$ cat config.mk
export PLATFORM = sky130hd
export DESIGN_NAME = shift_seq_ctrl
export DESIGN_NICKNAME = d
export VERILOG_FILES = /design/src/rtl/shift_seq_ctrl.sv
export SDC_FILE = /design/constraint.sdc
export NUM_CORES = 1
export LEC_CHECK = 0
export CORE_ASPECT_RATIO = 1.1
export CORE_MARGIN = 4
export CORE_UTILIZATION = 49
export DETAILED_ROUTE_END_ITERATION = 6
export GPL_TIMING_DRIVEN = 0
export HOLD_SLACK_MARGIN = 0.12
export PLACE_DENSITY = 0.86
export SYNTH_ARGS = -nofsm -noshare
export SYNTH_HDL_FRONTEND = slang
export SYNTH_SLANG_ARGS = --single-unit
$ cat constraint.sdc
create_clock -name clk -period 4.1 [get_ports clk]
set_input_delay 0.82 -clock clk [delete_from_list [all_inputs] [get_ports clk]]
set_output_delay 0.82 -clock clk [all_outputs]
set_load 0.1 [all_outputs]
$ cat src/rtl/shift_seq_ctrl.sv
// Multi-cycle barrel-shift sequencer for the ALU shifter path.
// Iterates a single-step 32-bit shifter cell once per clock.
module shifter32b1 (
   input  logic [31:0] in,
   input  logic        shift,
   input  logic        dir,
   input  logic        arith,
   output logic [31:0] out
);
   logic fill;

   assign fill = arith & in[31];

   always_comb begin
      out = in;
      if (shift) begin
         if (dir) out = {in[30:0], 1'b0};
         else     out = {fill, in[31:1]};
      end
   end
endmodule

module shift_seq_ctrl #(
   parameter int SHAMT_W = 5
) (
   input  logic               clk,
   input  logic               rst_n,
   input  logic               start,
   input  logic [31:0]        in,
   input  logic [SHAMT_W-1:0] shamt,
   input  logic               shiftdir,
   input  logic               shifta,
   output logic [31:0]        out,
   output logic               busy,
   output logic               done
);
   typedef enum logic [1:0] {
      IDLE  = 2'd0,
      SHIFT = 2'd1,
      DONE  = 2'd2
   } state_t;

   state_t             state, nxt;
   logic [31:0]        data, step;
   logic [SHAMT_W-1:0] cnt;
   logic               dir_q, arith_q;
   logic               accept, last;

   assign accept = (state == IDLE) && start;
   assign last   = (cnt == SHAMT_W'(1));

   shifter32b1 u_cell (
      .in    (data),
      .shift (1'b1),
      .dir   (dir_q),
      .arith (arith_q),
      .out   (step)
   );

   always_ff @(posedge clk) begin
      if (!rst_n) state <= IDLE;
      else        state <= nxt;
   end

   always_comb begin
      nxt = state;
      unique case (state)
         IDLE:    if (start) nxt = (shamt != '0) ? SHIFT : DONE;
         SHIFT:   if (last) nxt = DONE;
         DONE:    nxt = IDLE;
         default: nxt = IDLE;
      endcase
   end

   always_comb begin
      busy = (state != IDLE);
      done = (state == DONE);
   end

   // Operands are captured once on accept so later input changes are inert.
   always_ff @(posedge clk) begin
      if (!rst_n) begin
         data    <= '0;
         cnt     <= '0;
         dir_q   <= 1'b0;
         arith_q <= 1'b0;
      end else if (accept) begin
         data    <= in;
         cnt     <= shamt;
         dir_q   <= shiftdir;
         arith_q <= shifta;
      end else if (state == SHIFT) begin
         data <= step;
         cnt  <= cnt - SHAMT_W'(1);
      end
   end

   assign out = data;
endmodule

==> flow_metrics.tcl, run 1 <==
set metrics [dict create \
    crit_required_ps 3280 \
    antenna_found_initial 0 \
    cp_slowest_cell "clkdlybuf4s50_1" \
    cts_tree "done" \
    swShare_pct 43.6 \
    start_kind "flop" \
    die-area_sq_mm 0.00565 \
    synth_top_area_share_pct 37.1 \
    synth_edf_count 0 \
    finalMaxSlewViolations 0 \
    fin_setup_tns_ps 0 \
    max_slew_margin_pct 33.5 \
    fin_worst_skew_ps 4.83 \
    synth_nets 281 \
    path_buf_inv 2 \
    worstSetupPathType "flop to primary output" \
    cts.sinks 41 \
    status "completed" \
    final_hold_viol_count 0 \
    clock.fmax_mhz 329 \
    antenna_cells 0 \
    hpwl_mm 4.37 \
    rsz0062_at_grt "false" \
    p_leak_nw 1.20 \
    holdWs_ps 469 \
    worst_hold_path.num_cells 2 \
    reg2reg_slack_ps 2490 \
    pre_cts_ws_ps 1390 \
    ys_seq_area_share_pct 37.1 \
    place_congestion 0.837 \
    core_area_sq_mm 0.00432 \
    yosysTopAreaCell "dfxtp_1" \
    maxCapViolCount 0 \
    drt_iter0_drc 129 \
    ir_drop_uv 227 \
    intPower_uw 783 \
    place_area_sq_mm 0.00303 \
    async_flop_share_pct 0 \
    syn_area_sq_mm 0.00221 \
    dpl.cell_count 366 \
    hold_path_class "flop to flop" \
    max_stage_delay_ps 1130 \
    grtUsageTotal_pct 21.5 \
    cts-root-buf "clkbuf_8" \
    worstPathArrival_ps 2220 \
    drive_gt1_share_pct 9.40 \
    crit_start "state[0]" \
    cts_buffers 5 \
    port_buffers 75 \
    finalWorstSetupSlack_ps 1060 \
    cts.path.max_buffers 2 \
    ys_types 41 \
    synth.avg_cell_area_sq_um 9.32 \
    fin_crit_ps 3040 \
    cp_max_fo 10 \
    die_x_um 72.0 \
    overflow 0 \
    setup_viol 0 \
    postCtsSetupBuffers 0 \
    drc_errors 0 \
    clk_pin_slew_worst_paths_ps 70 \
    ys.flop_type "dfxtp_1" \
    wl_per_cell_um 16.1 \
    cts_hold_buf 0 \
    timing.rr.end "out[20]" \
    crit_family "buffers and inverters" \
    clock_power_share_pct 19.1 \
    syn_to_final_growth_pct 40.9 \
    insertion_delay_ps 290 \
    final_util_pct 72.1 \
    power_mw 1.39 \
    min_from "arith_q" \
    final_cells 373 \
    fp-row-count 25 \
    fin_nets 363 \
    wirelength_mm 6.01 \
    grt_pass1_wl_mm 9.87 \
    ant_nets 0 \
    initial_utilization_pct 51.2 \
    p_per_area_mw_per_mm2 446 \
    grt_pass1_vias 2138 \
    cts-resized-gates 0 \
    pwr-share-seq_pct 35.6 \
    period_share_pct 74.0 \
    synthTopCellsByArea "dfxtp_1 (37%), a32o_1 (14%), mux2i_1 (13%)" \
    htree_num_levels 2 \
    end_kind "primary output" \
    p_comb_share_pct 45.3 \
    synth_cells 237 \
    whs_endpoint "arith_q" \
    vias 2129 \
    worst_pin_slew_ps 994 \
    reg2regPathDepth 5 \
    crit_chain "buf_2 -> or2_2 -> clkdlybuf4s50_1" \
    rr_startpoint "state[1]" \
    ys_seq_elements 41 \
    design_area_sq_mm 0.00311 \
    avgViaCountPerCell 5.71 \
    grt_max_degree 12 \
    fp.dieH_um 78.4 \
    first_pass_iters 4 \
    synth_warnings 0 \
    p_switching_uw 606 \
    ios 76 \
]
synth_stat cells (2+ instances only):
cell      number
dfxtp_1       41
nand2_1       37
a32o_1        30
nand2b_1      30
mux2i_1       29
buf_2         13
a21oi_1        7
nor2_1         6
buf_6          3
nand3b_1       3
o21ai_0        3
buf_4          2
ha_1           2
inv_1          2
or2_2          2
or3_1          2
worst max-delay path by stage:
stage           end  slack, ps  depth (start not counted)
4_1_cts        busy       1060                          3
3_5_place_dp   busy       1390                          3
6_report       busy       1060                          3
2_1_floorplan  done       1440                          2
5_1_grt        busy        960                          3
3_3_place_gp   busy       1400                          3
per-layer routing:
metal / share of wire, % / global-route usage [%] / routed length (um) / vias up
met2: 49 / 37.2 / 2970 / 97
li1: - / - / - / 1030
met5: 0 / 0 / 0 / -
met1: 42 / 27.0 / 2510 / 997
met4: 0.73 / 5.83 / 44 / 0
met3: 8.1 / 4.23 / 486 / 5
area by class of cell:
type / instances / area (sq um)
buffer: 19 / 118
multi-input combinational: 174 / 1260
tap: 54 / 67.6
timing repair buffer: 75 / 751
fill: 349 / 1200
inverter: 3 / 11.3
clock buffer: 7 / 86.3
sequential: 41 / 821
sequential cells by signal, indices dropped and copies added (netlist names):
name	flops
dir_q	1
cnt	5
out	32
state	2
arith_q	1
power by group through the flow:
stage | Combinational [mW] | Clock, mW | Sequential (mW)
6_report | 0.630 | 0.265 | 0.494
5_1_grt | 0.662 | 0.287 | 0.502
4_1_cts | 0.631 | 0.266 | 0.493
3_5_place_dp | 0.627 | 0 | 0.502
3_3_place_gp | 0.619 | 0 | 0.501
2_1_floorplan | 0.205 | 0 | 0.757
worst min-delay path, cell delays in order, from the launching register on:
cell     delay [ps]
dfxtp_1         320
nand2_1          60
a21oi_1          50
layout by cell type (no fill, tap or decap), types with 6 or more instances in the layout:
master,n
nor2_1,6
nand2b_1,30
nand2_1,37
clkdlybuf4s50_1,75
a21oi_1,7
mux2i_1,29
clkbuf_8,6
a32o_1,30
buf_2,13
dfxtp_1,41
kinds of logic after synthesis:
group / synth area share (%)
buf+inv: 5.83
compound gates: 20.8
mux: 13.6
flops: 37.1
xor+xnor: 0.396
simple gates: 21.1
fa+ha+maj: 1.13
Power figures use the tool's default switching activity.
==> run 2, diff against run 1 <==
--- a/config.mk
+++ b/config.mk
@@ -7,11 +7,11 @@
 export LEC_CHECK = 0
 export CORE_ASPECT_RATIO = 1.1
 export CORE_MARGIN = 4
-export CORE_UTILIZATION = 49
+export CORE_UTILIZATION = 41
 export DETAILED_ROUTE_END_ITERATION = 6
 export GPL_TIMING_DRIVEN = 0
 export HOLD_SLACK_MARGIN = 0.12
-export PLACE_DENSITY = 0.86
+export PLACE_DENSITY = 0.76
 export SYNTH_ARGS = -nofsm -noshare
 export SYNTH_HDL_FRONTEND = slang
 export SYNTH_SLANG_ARGS = --single-unit
==> constraint.sdc (replaced) <==
create_clock -name clk -period 2.5 [get_ports clk]
set_input_delay 0.5 -clock clk [delete_from_list [all_inputs] [get_ports clk]]
set_output_delay 0.5 -clock clk [all_outputs]
set_load 0.1 [all_outputs]
==> run 2 against run 1 <==
- worst hold slack worse by 10 ps
- critical path depth shrank 2
- total power is 62% higher
- clock power is 57% higher
- critical path type unchanged
- register-to-register slack lost 1600 ps
- sequential power grew 64%
- non-clock buffer count is the same
- global-route usage is 3.4 points lower
- highest routed layer unchanged
- via count decreased by 0.33%
- die area is 17% higher
- wire length decreased by 0.62%
- largest power group unchanged
- flip-flop and latch count unchanged
==> flow_metrics.tcl, run 2 (synthesized netlist as in run 1, its figures left out) <==
set metrics [dict create \
    status "completed" \
    cts.sinks 41 \
    grt_pass1_vias 2040 \
    first_pass_iters 5 \
    ir_drop_uv 386 \
    clk_pin_slew_worst_paths_ps 70 \
    antenna_cells 0 \
    final_hold_viol_count 0 \
    place_area_sq_mm 0.00305 \
    reg2regPathDepth 5 \
    cp_max_fo 4 \
    grtUsageTotal_pct 18.1 \
    crit_family "buffers and inverters" \
    final_common_cell "clkdlybuf4s50_1" \
    max_slew_margin_pct 33.2 \
    antenna_found_initial 0 \
    initial_utilization_pct 43.3 \
    p_per_area_mw_per_mm2 720 \
    fin_setup_tns_ps 0 \
    rsz0062_at_grt "false" \
    wl_per_cell_um 15.2 \
    hold_path_class "flop to flop" \
    cts_buffers 5 \
    core_area_sq_mm 0.00510 \
    layout_common_cells "clkdlybuf4s50_1 (73), dfxtp_1 (41), nand2_1 (37)" \
    worstPathArrival_ps 1870 \
    worst_pin_slew_ps 1000 \
    place_congestion 0.860 \
    fp-row-count 27 \
    reg2reg_slack_ps 900 \
    crit_chain "clkdlybuf4s50_1" \
    path_buf_inv 1 \
    cts-root-buf "clkbuf_8" \
    cts.path.max_buffers 2 \
    postCtsSetupBuffers 0 \
    htree_num_levels 2 \
    die_x_um 78.0 \
    design_area_sq_mm 0.00312 \
    clock.fmax_mhz 421 \
    start_kind "flop" \
    insertion_delay_ps 290 \
    p_leak_nw 1.20 \
    overflow 0 \
    min_from "arith_q" \
    ant_nets 0 \
    final_cells 392 \
    dpl.cell_count 384 \
    rr_startpoint "state[1]" \
    wirelength_mm 5.97 \
    finalMaxSlewViolations 0 \
    period_share_pct 94.9 \
    drc_errors 0 \
    setup_viol 0 \
    grt_pass1_wl_mm 9.97 \
    fin_nets 363 \
    cts_tree "done" \
    timing.rr.end "out[26]" \
    grt_max_degree 12 \
    avgViaCountPerCell 5.41 \
    fp.dieH_um 85.0 \
    cp_slowest_cell "clkdlybuf4s50_1" \
    syn_to_final_growth_pct 41.4 \
    maxCapViolCount 0 \
    largest_reg_flops 32 \
    fin_crit_ps 2370 \
    die-area_sq_mm 0.00663 \
    hpwl_mm 4.38 \
    ios 76 \
    drive_gt1_share_pct 9.38 \
    port_buffers 75 \
    cts_hold_buf 0 \
    worstSetupPathType "flop to primary output" \
    end_kind "primary output" \
    max_stage_delay_ps 1170 \
    crit_required_ps 2000 \
    drt_iter0_drc 114 \
    vias 2122 \
    fin_worst_skew_ps 5.67 \
    whs_endpoint "arith_q" \
    worst_hold_path.num_cells 2 \
]
## run 2: cell types whose count changed in the layout (fill, tap and decap cells not counted)
cell and change:
clkbuf_1 +2, clkbuf_2 +1, clkbuf_8 -1, clkdlybuf4s50_1 -2
dlygate4sd2_1 +1
## run 2: how the worst max path moves through the flow
stage / from / to / cells past startpoint
after floorplan: state[0] / done / 2
after global placement: state[0] / busy / 3
after detailed placement: state[0] / busy / 3
after CTS: state[0] / busy / 3
after global routing: out[4] / out[4] / 1
final: out[3] / out[3] / 1
## run 2: area by class of cell
class	instances	area [sq um]
buffer	19	118
clock buffer	8	80.1
fill	451	1980
inverter	3	11.3
multi-input combinational	174	1260
sequential	41	821
tap	72	90.1
timing repair buffer	75	744
## run 2: where the power goes
group / total [mW] / internal [mW] / switching (mW) / leakage [nW]
combinational: 1.02 / 0.331 / 0.692 / 0.822
clock: 0.415 / 0.198 / 0.217 / 0.0395
sequential: 0.811 / 0.731 / 0.0802 / 0.338
total: 2.25 / 1.26 / 0.989 / 1.20
## run 2: metrics by stage
| step | power [mW] | util [%] | setup WS (ps) | hold slack (ps) |
|---|---|---|---|---|
| 2_1_floorplan | 1.58 | - | 157 | 436 |
| 3_3_place_gp | 1.84 | 59.8 | 110 | 448 |
| 3_5_place_dp | 1.85 | 59.8 | 107 | 448 |
| 4_1_cts | 2.27 | 61.3 | 48.5 | 458 |
| 5_1_grt | 2.35 | 61.2 | 79.6 | 500 |
| 6_report | 2.25 | 61.2 | 127 | 459 |
## run 2: what timing repair did
action / 4_1_cts / 5_1_grt
gates resized for setup: 2 / 2
setup endpoints to repair: 2 / 1
pin swaps: 0 / 0
## run 2: routing by layer
layer  up-vias  global-route usage, %  wire, um
li1       1027                      -         -
met1      1007                   23.9      2730
met2        83                   29.4      2790
met3         5                   4.78       405
met4         0                   4.77        46
met5         -                      0         0
